==> config.mk <==
export PLATFORM = sky130hd
export DESIGN_NAME = dft_scheduler
export DESIGN_NICKNAME = d
export VERILOG_FILES = /design/src/rtl/dft_pkg.sv /design/src/rtl/dft_lat_timer.sv /design/src/rtl/dft_scheduler.sv
export SDC_FILE = /design/constraint.sdc
export NUM_CORES = 1
export LEC_CHECK = 0
export ABC_AREA = 1
export CORE_MARGIN = 1
export CORE_UTILIZATION = 40
export DETAILED_ROUTE_END_ITERATION = 8
export GPL_ROUTABILITY_DRIVEN = 0
export MAX_ROUTING_LAYER = met4
export PLACE_DENSITY = 0.64
export SLEW_MARGIN = 10
export SYNTH_ARGS = -nofsm -noshare
export SYNTH_HDL_FRONTEND = slang
export SYNTH_HIERARCHICAL = 1
export SYNTH_SLANG_ARGS = --single-unit
==> constraint.sdc <==
create_clock -name clk -period 2 [get_ports clk]
set_clock_uncertainty 0.2 [all_clocks]
set_input_delay 0.5 -clock clk [delete_from_list [all_inputs] [get_ports clk]]
set_output_delay 0.5 -clock clk [all_outputs]
set_load 0.005 [all_outputs]
==> src/rtl/dft_pkg.sv <==
// Shared definitions for the DFT accumulation scheduler: state encoding,
// default frame geometry and pipeline latencies.
package dft_pkg;

    localparam int N_SAMPLES_DEF  = 128;
    localparam int N_GROUPS_DEF   = 8;
    localparam int MUL_LAT_DEF    = 3;
    localparam int ADD_LAT_DEF    = 4;
    localparam int BINS_PER_GROUP = 16;

    typedef enum logic [2:0] {
        IDLE,
        MUL,
        ADD,
        WRITE,
        AMPL_REQ,
        AMPL_WAIT,
        FINISH
    } state_t;

    function automatic int max_int(input int a, input int b);
        return (a > b) ? a : b;
    endfunction

endpackage

==> src/rtl/dft_lat_timer.sv <==
// Loadable down-counter with a zero flag; times the FPMul/FPAdd dwell intervals.
module dft_lat_timer #(
    parameter int W = 3
) (
    input  logic         clk,
    input  logic         n_reset,
    input  logic         load,
    input  logic [W-1:0] load_val,
    input  logic         dec,
    output logic         zero
);

    logic [W-1:0] count;

    always_ff @(posedge clk) begin
        if (n_reset) begin
            count <= '0;
        end else if (load) begin
            count <= load_val;
        end else if (dec && (count != '0)) begin
            count <= count - 1'b1;
        end
    end

    assign zero = (count == '0);

endmodule

==> src/rtl/dft_scheduler.sv <==
// Frame sequencer for the DFT datapath: walks samples x harmonic groups through
// FPMul/FPAdd, then (with DFT_SCHED_AMPL_EN defined) requests amplitude per bin.
//
//   state     | meaning
//   IDLE      | waiting for start_in
//   MUL       | FPMul enabled for MUL_LAT cycles
//   ADD       | FPAdd enabled for ADD_LAT cycles
//   WRITE     | store the 16 sums, advance sample/group
//   AMPL_REQ  | pulse ampl_start for the current bin
//   AMPL_WAIT | wait for ampl_done
//   FINISH    | pulse done
module dft_scheduler
    import dft_pkg::*;
#(
    parameter int N_SAMPLES = N_SAMPLES_DEF,
    parameter int N_GROUPS  = N_GROUPS_DEF,
    parameter int MUL_LAT   = MUL_LAT_DEF,
    parameter int ADD_LAT   = ADD_LAT_DEF
) (
    input  logic       clk,
    input  logic       n_reset,
    input  logic       start_in,
    input  logic       abort_in,
    output logic [6:0] time_index,
    output logic [2:0] group_index,
    output logic       mul_en,
    output logic       add_en,
    output logic       acc_zero,
    output logic       acc_we,
    output logic       ampl_start,
    input  logic       ampl_done,
    output logic [6:0] ampl_bin,
    output logic       busy,
    output logic       done
);

    localparam int WAIT_W = $clog2(max_int(MUL_LAT, ADD_LAT) + 1);
    localparam logic [WAIT_W-1:0] MUL_LOAD = WAIT_W'(MUL_LAT - 1);
    localparam logic [WAIT_W-1:0] ADD_LOAD = WAIT_W'(ADD_LAT - 1);
    localparam logic [6:0] TI_LAST = 7'(N_SAMPLES - 1);
    localparam logic [2:0] GI_LAST = 3'(N_GROUPS - 1);
`ifdef DFT_SCHED_AMPL_EN
    localparam logic [6:0] BIN_LAST = 7'(N_GROUPS * BINS_PER_GROUP - 1);
`else
    logic unused_ampl_done;
    assign unused_ampl_done = ampl_done;
`endif

    state_t            state, state_nxt;
    logic [6:0]        ti_nxt, bin_nxt;
    logic [2:0]        gi_nxt;
    logic              timer_load, timer_dec, timer_zero;
    logic [WAIT_W-1:0] timer_val;

    dft_lat_timer #(.W(WAIT_W)) u_lat_timer (
        .clk      (clk),
        .n_reset  (n_reset),
        .load     (timer_load),
        .load_val (timer_val),
        .dec      (timer_dec),
        .zero     (timer_zero)
    );

    always_ff @(posedge clk) begin
        if (n_reset) begin
            state       <= IDLE;
            time_index  <= '0;
            group_index <= '0;
            ampl_bin    <= '0;
        end else begin
            state       <= state_nxt;
            time_index  <= ti_nxt;
            group_index <= gi_nxt;
            ampl_bin    <= bin_nxt;
        end
    end

    always_comb begin
        state_nxt  = state;
        ti_nxt     = time_index;
        gi_nxt     = group_index;
        bin_nxt    = ampl_bin;
        timer_load = 1'b0;
        timer_val  = MUL_LOAD;
        timer_dec  = 1'b0;
        mul_en     = 1'b0;
        add_en     = 1'b0;
        acc_zero   = 1'b0;
        acc_we     = 1'b0;
        ampl_start = 1'b0;
        done       = 1'b0;
        busy       = (state != IDLE);

        case (state)
            IDLE: begin
                if (start_in) begin
                    ti_nxt     = '0;
                    gi_nxt     = '0;
                    bin_nxt    = '0;
                    timer_load = 1'b1;
                    timer_val  = MUL_LOAD;
                    state_nxt  = MUL;
                end
            end
            MUL: begin
                mul_en = 1'b1;
                if (timer_zero) begin
                    timer_load = 1'b1;
                    timer_val  = ADD_LOAD;
                    state_nxt  = ADD;
                end else begin
                    timer_dec = 1'b1;
                end
            end
            ADD: begin
                add_en   = 1'b1;
                acc_zero = (time_index == '0);
                if (timer_zero) begin
                    state_nxt = WRITE;
                end else begin
                    timer_dec = 1'b1;
                end
            end
            WRITE: begin
                acc_we     = 1'b1;
                timer_load = 1'b1;
                timer_val  = MUL_LOAD;
                if (time_index != TI_LAST) begin
                    ti_nxt    = time_index + 7'd1;
                    state_nxt = MUL;
                end else begin
                    ti_nxt = '0;
                    gi_nxt = group_index + 3'd1;
                    if (group_index == GI_LAST) begin
`ifdef DFT_SCHED_AMPL_EN
                        state_nxt = AMPL_REQ;
`else
                        state_nxt = FINISH;
`endif
                    end else begin
                        state_nxt = MUL;
                    end
                end
            end
`ifdef DFT_SCHED_AMPL_EN
            AMPL_REQ: begin
                ampl_start = 1'b1;
                state_nxt  = AMPL_WAIT;
            end
            AMPL_WAIT: begin
                if (ampl_done) begin
                    if (ampl_bin != BIN_LAST) begin
                        bin_nxt   = ampl_bin + 7'd1;
                        state_nxt = AMPL_REQ;
                    end else begin
                        state_nxt = FINISH;
                    end
                end
            end
`endif
            FINISH: begin
                done      = 1'b1;
                state_nxt = IDLE;
            end
            default: state_nxt = IDLE;
        endcase

        // Abort freezes the counters so a coincident ampl_done is dropped.
        if (abort_in && (state != IDLE)) begin
            state_nxt  = IDLE;
            ti_nxt     = time_index;
            gi_nxt     = group_index;
            bin_nxt    = ampl_bin;
            timer_load = 1'b0;
            timer_dec  = 1'b0;
        end
    end

endmodule

==> reports/metrics.yaml <==
hold_path.class: "flop to flop"
layout-drive-gt1-share_pct: 40.7
netlist_area_um2: 1170
powerDensity_nw_per_um2: 1100
fp.coreArea_um2: 2760
clockBufferDepth: 2
post-dp-hpwl_um: 1970
cts-root-buf: "clkbuf_4"
finalWirelength_um: 3040
clock_sinks: 16
initial_core_util_pct: 42.5
cts_tree: "yes"
drtIter0Drc: 14
dieWidth_um: 56.1
fin_crit_sh_pct: 100
post-route-min-period_ps: 2010
rsz0062_at_grt: "yes"
yosysWarningCount: 6
antenna_found_initial: 0
maxSlewViolCount: 0
die-area_um2: 3150
peakVddDrop_v: 0.000915
status: "complete, but fails checks"
ctsHtreeMaxLevel: 1
synth.distinct_cells: 28
clk_latency_ps: 290
synthArstFlopShare_pct: 0
ys_seq_elements: 16
synth_top_flop_cell: "dfxtp_1"
synth-edff-count: 0
fin_ws_ps: -9.16
holdWs_ps: 305
fmax_mhz: 498
area_growth_pct: 51.2
worstSetupPathType: "flop to output port"
grt_pass1_wl_um: 4290
place_ws_ps: -123
fin_cells: 257
grt_max_degree: 10
dpl.cell_count: 241
io_pins: 29
drv_cap: 0
setup_viol: 1
p_leak_nw: 0.914
syn_inst: 173
cts-buffers-inserted: 3
fill_cells: 249
syn_avg_cell_area_um2: 6.77
port_buffers: 19
die_h_um: 56.1
wl_per_cell_um: 11.8
drc: 0
hold_violations: 0
drt_first_pass_iters: 4
grt_use_total_pct: 17.6
endpoint_kind: "output port"
nNetsFinal: 238
ant_nets: 0
seq_area_frac_synth_pct: 27.4
cp_max_fo: 2
grt_pass1_vias: 1077
via_count: 1183
overflow: 0
cp.required_ps: 1300
clk_pin_slew_ps: 100
violations: "setup timing"
via_per_inst: 4.60
rows: 19
antenna_cells: 0
worstSetupStartpointType: "flop"
cp.arrival_ps: 1310
-- layout make-up --
class                   count  area, µm²  share of cell area [%]
well taps                  31       38.8                    2.19
clock buffers               4       36.3                    2.05
flip-flops and latches     16        334                    18.9
repair buffers             50        439                    24.8
multi-input cells         128        810                    45.7
inverters                  28        113                    6.36
-- Yosys cell counts, types with 2 or more instances --
cell     number  area [µm²]
inv_1        26        97.6
nand2_1      42         158
nand4_1       2        12.5
ha_1          6        75.1
o21ai_0       3        15.0
nand2_2       2        12.5
nor2_2        4        25.0
buf_4         8        60.1
inv_2         2        7.51
nor2_1       21        78.8
nand2_4       2        22.5
nor2_4        3        33.8
a21oi_1       7        35.0
nand3_4       2        35.0
conb_1        2        7.51
nand3_1      14        70.1
dfxtp_1      16         320
-- timing repair --
action	CTS	global route
resized for setup	26	43
endpoints found under the setup margin	7	14
pin swaps	2	15
hold buffers	0	0
setup buffers	10	5
-- metrics by stage --
step	TNS, ps	power [mW]	instance area [µm²]	util (%)
after floorplan	0	1.02	1200	-
after global placement	-310	1.31	1500	54.4
after detailed placement	-469	1.33	1500	54.4
after CTS	-244	1.69	1640	59.6
after global routing	-285	2.08	1770	64.2
final	-9.16	1.94	1770	64.2
-- power breakdown --
group / internal, mW / switching, mW
Sequential: 0.389 / 0.0426
Combinational: 0.593 / 0.695
Clock: 0.111 / 0.111
Total: 1.09 / 0.849
-- worst paths after layout --
path | endpoint | slack [ps] | start | depth (start not counted)
worst max register to register | u_lat_timer/count[0]$_SDFFE_PP0P_ | 20 | state[0]$_SDFFE_PP0P_ | 15
worst min-delay path | u_lat_timer/count[0]$_SDFFE_PP0P_ | 300 | u_lat_timer/count[0]$_SDFFE_PP0P_ | 2
worst max-delay path | acc_zero | -9 | time_index[1]$_SDFFE_PP0P_ | 5
worst min register to register | u_lat_timer/count[0]$_SDFFE_PP0P_ | 300 | u_lat_timer/count[0]$_SDFFE_PP0P_ | 2
-- cells in the final DEF, fill, tap and decap left out, types with 2 or more instances in the layout --
| cell type | Yosys | layout |
|---|---|---|
| dfxtp_2 | 0 | 8 |
| clkbuf_4 | 0 | 3 |
| a21oi_1 | 7 | 7 |
| buf_4 | 8 | 25 |
| inv_4 | 0 | 3 |
| dlygate4sd2_1 | 0 | 3 |
| clkdlybuf4s50_1 | 0 | 10 |
| nor2_1 | 21 | 16 |
| nor2_4 | 3 | 6 |
| nand2_4 | 2 | 3 |
| nand3_1 | 14 | 10 |
| inv_1 | 26 | 19 |
| buf_6 | 1 | 6 |
| nand3_2 | 1 | 4 |
| nand3_4 | 2 | 3 |
| nand2_2 | 2 | 7 |
| buf_2 | 0 | 2 |
| o21ai_0 | 3 | 3 |
| inv_2 | 2 | 6 |
| nand2_1 | 42 | 36 |
| dfxtp_1 | 16 | 7 |
| ha_1 | 6 | 5 |
| dlymetal6s2s_1 | 0 | 3 |
| conb_1 | 2 | 10 |
| nor2_2 | 4 | 6 |
| nand4_1 | 2 | 2 |
-- cell families (layout without fill, tap and decap cells) --
logic type / Yosys count / count (layout) / synth area share [%]
simple gates: 96 / 96 / 41.8
buf+inv: 37 / 82 / 15.1
flops: 16 / 16 / 27.4
compound gates: 15 / 15 / 8.01
fa+ha+maj: 6 / 6 / 6.41
other cells: 2 / 10 / 0.641
xor+xnor: 1 / 1 / 0.748
-- metal layers --
metal,up-vias,wire [µm],GRT usage (%)
met1,532,1310,20.2
met3,8,60,2.79
met5,-,0,-
li1,626,-,-
met2,17,1590,31.0
met4,0,78,6.27
-- flip-flops by register name, indices dropped and copies added, names as in the netlist --
signal / count
u_lat_timer/count: 3
state: 3
group_index: 3
time_index: 7
-- critical path, cell delays in order, from the launching register on --
cell and delay (ps):
dfxtp_2 340, inv_2 70, ha_4 120, nand4_1 90, nor4_2 250, buf_2 150
(Power assumes the default switching activity.)
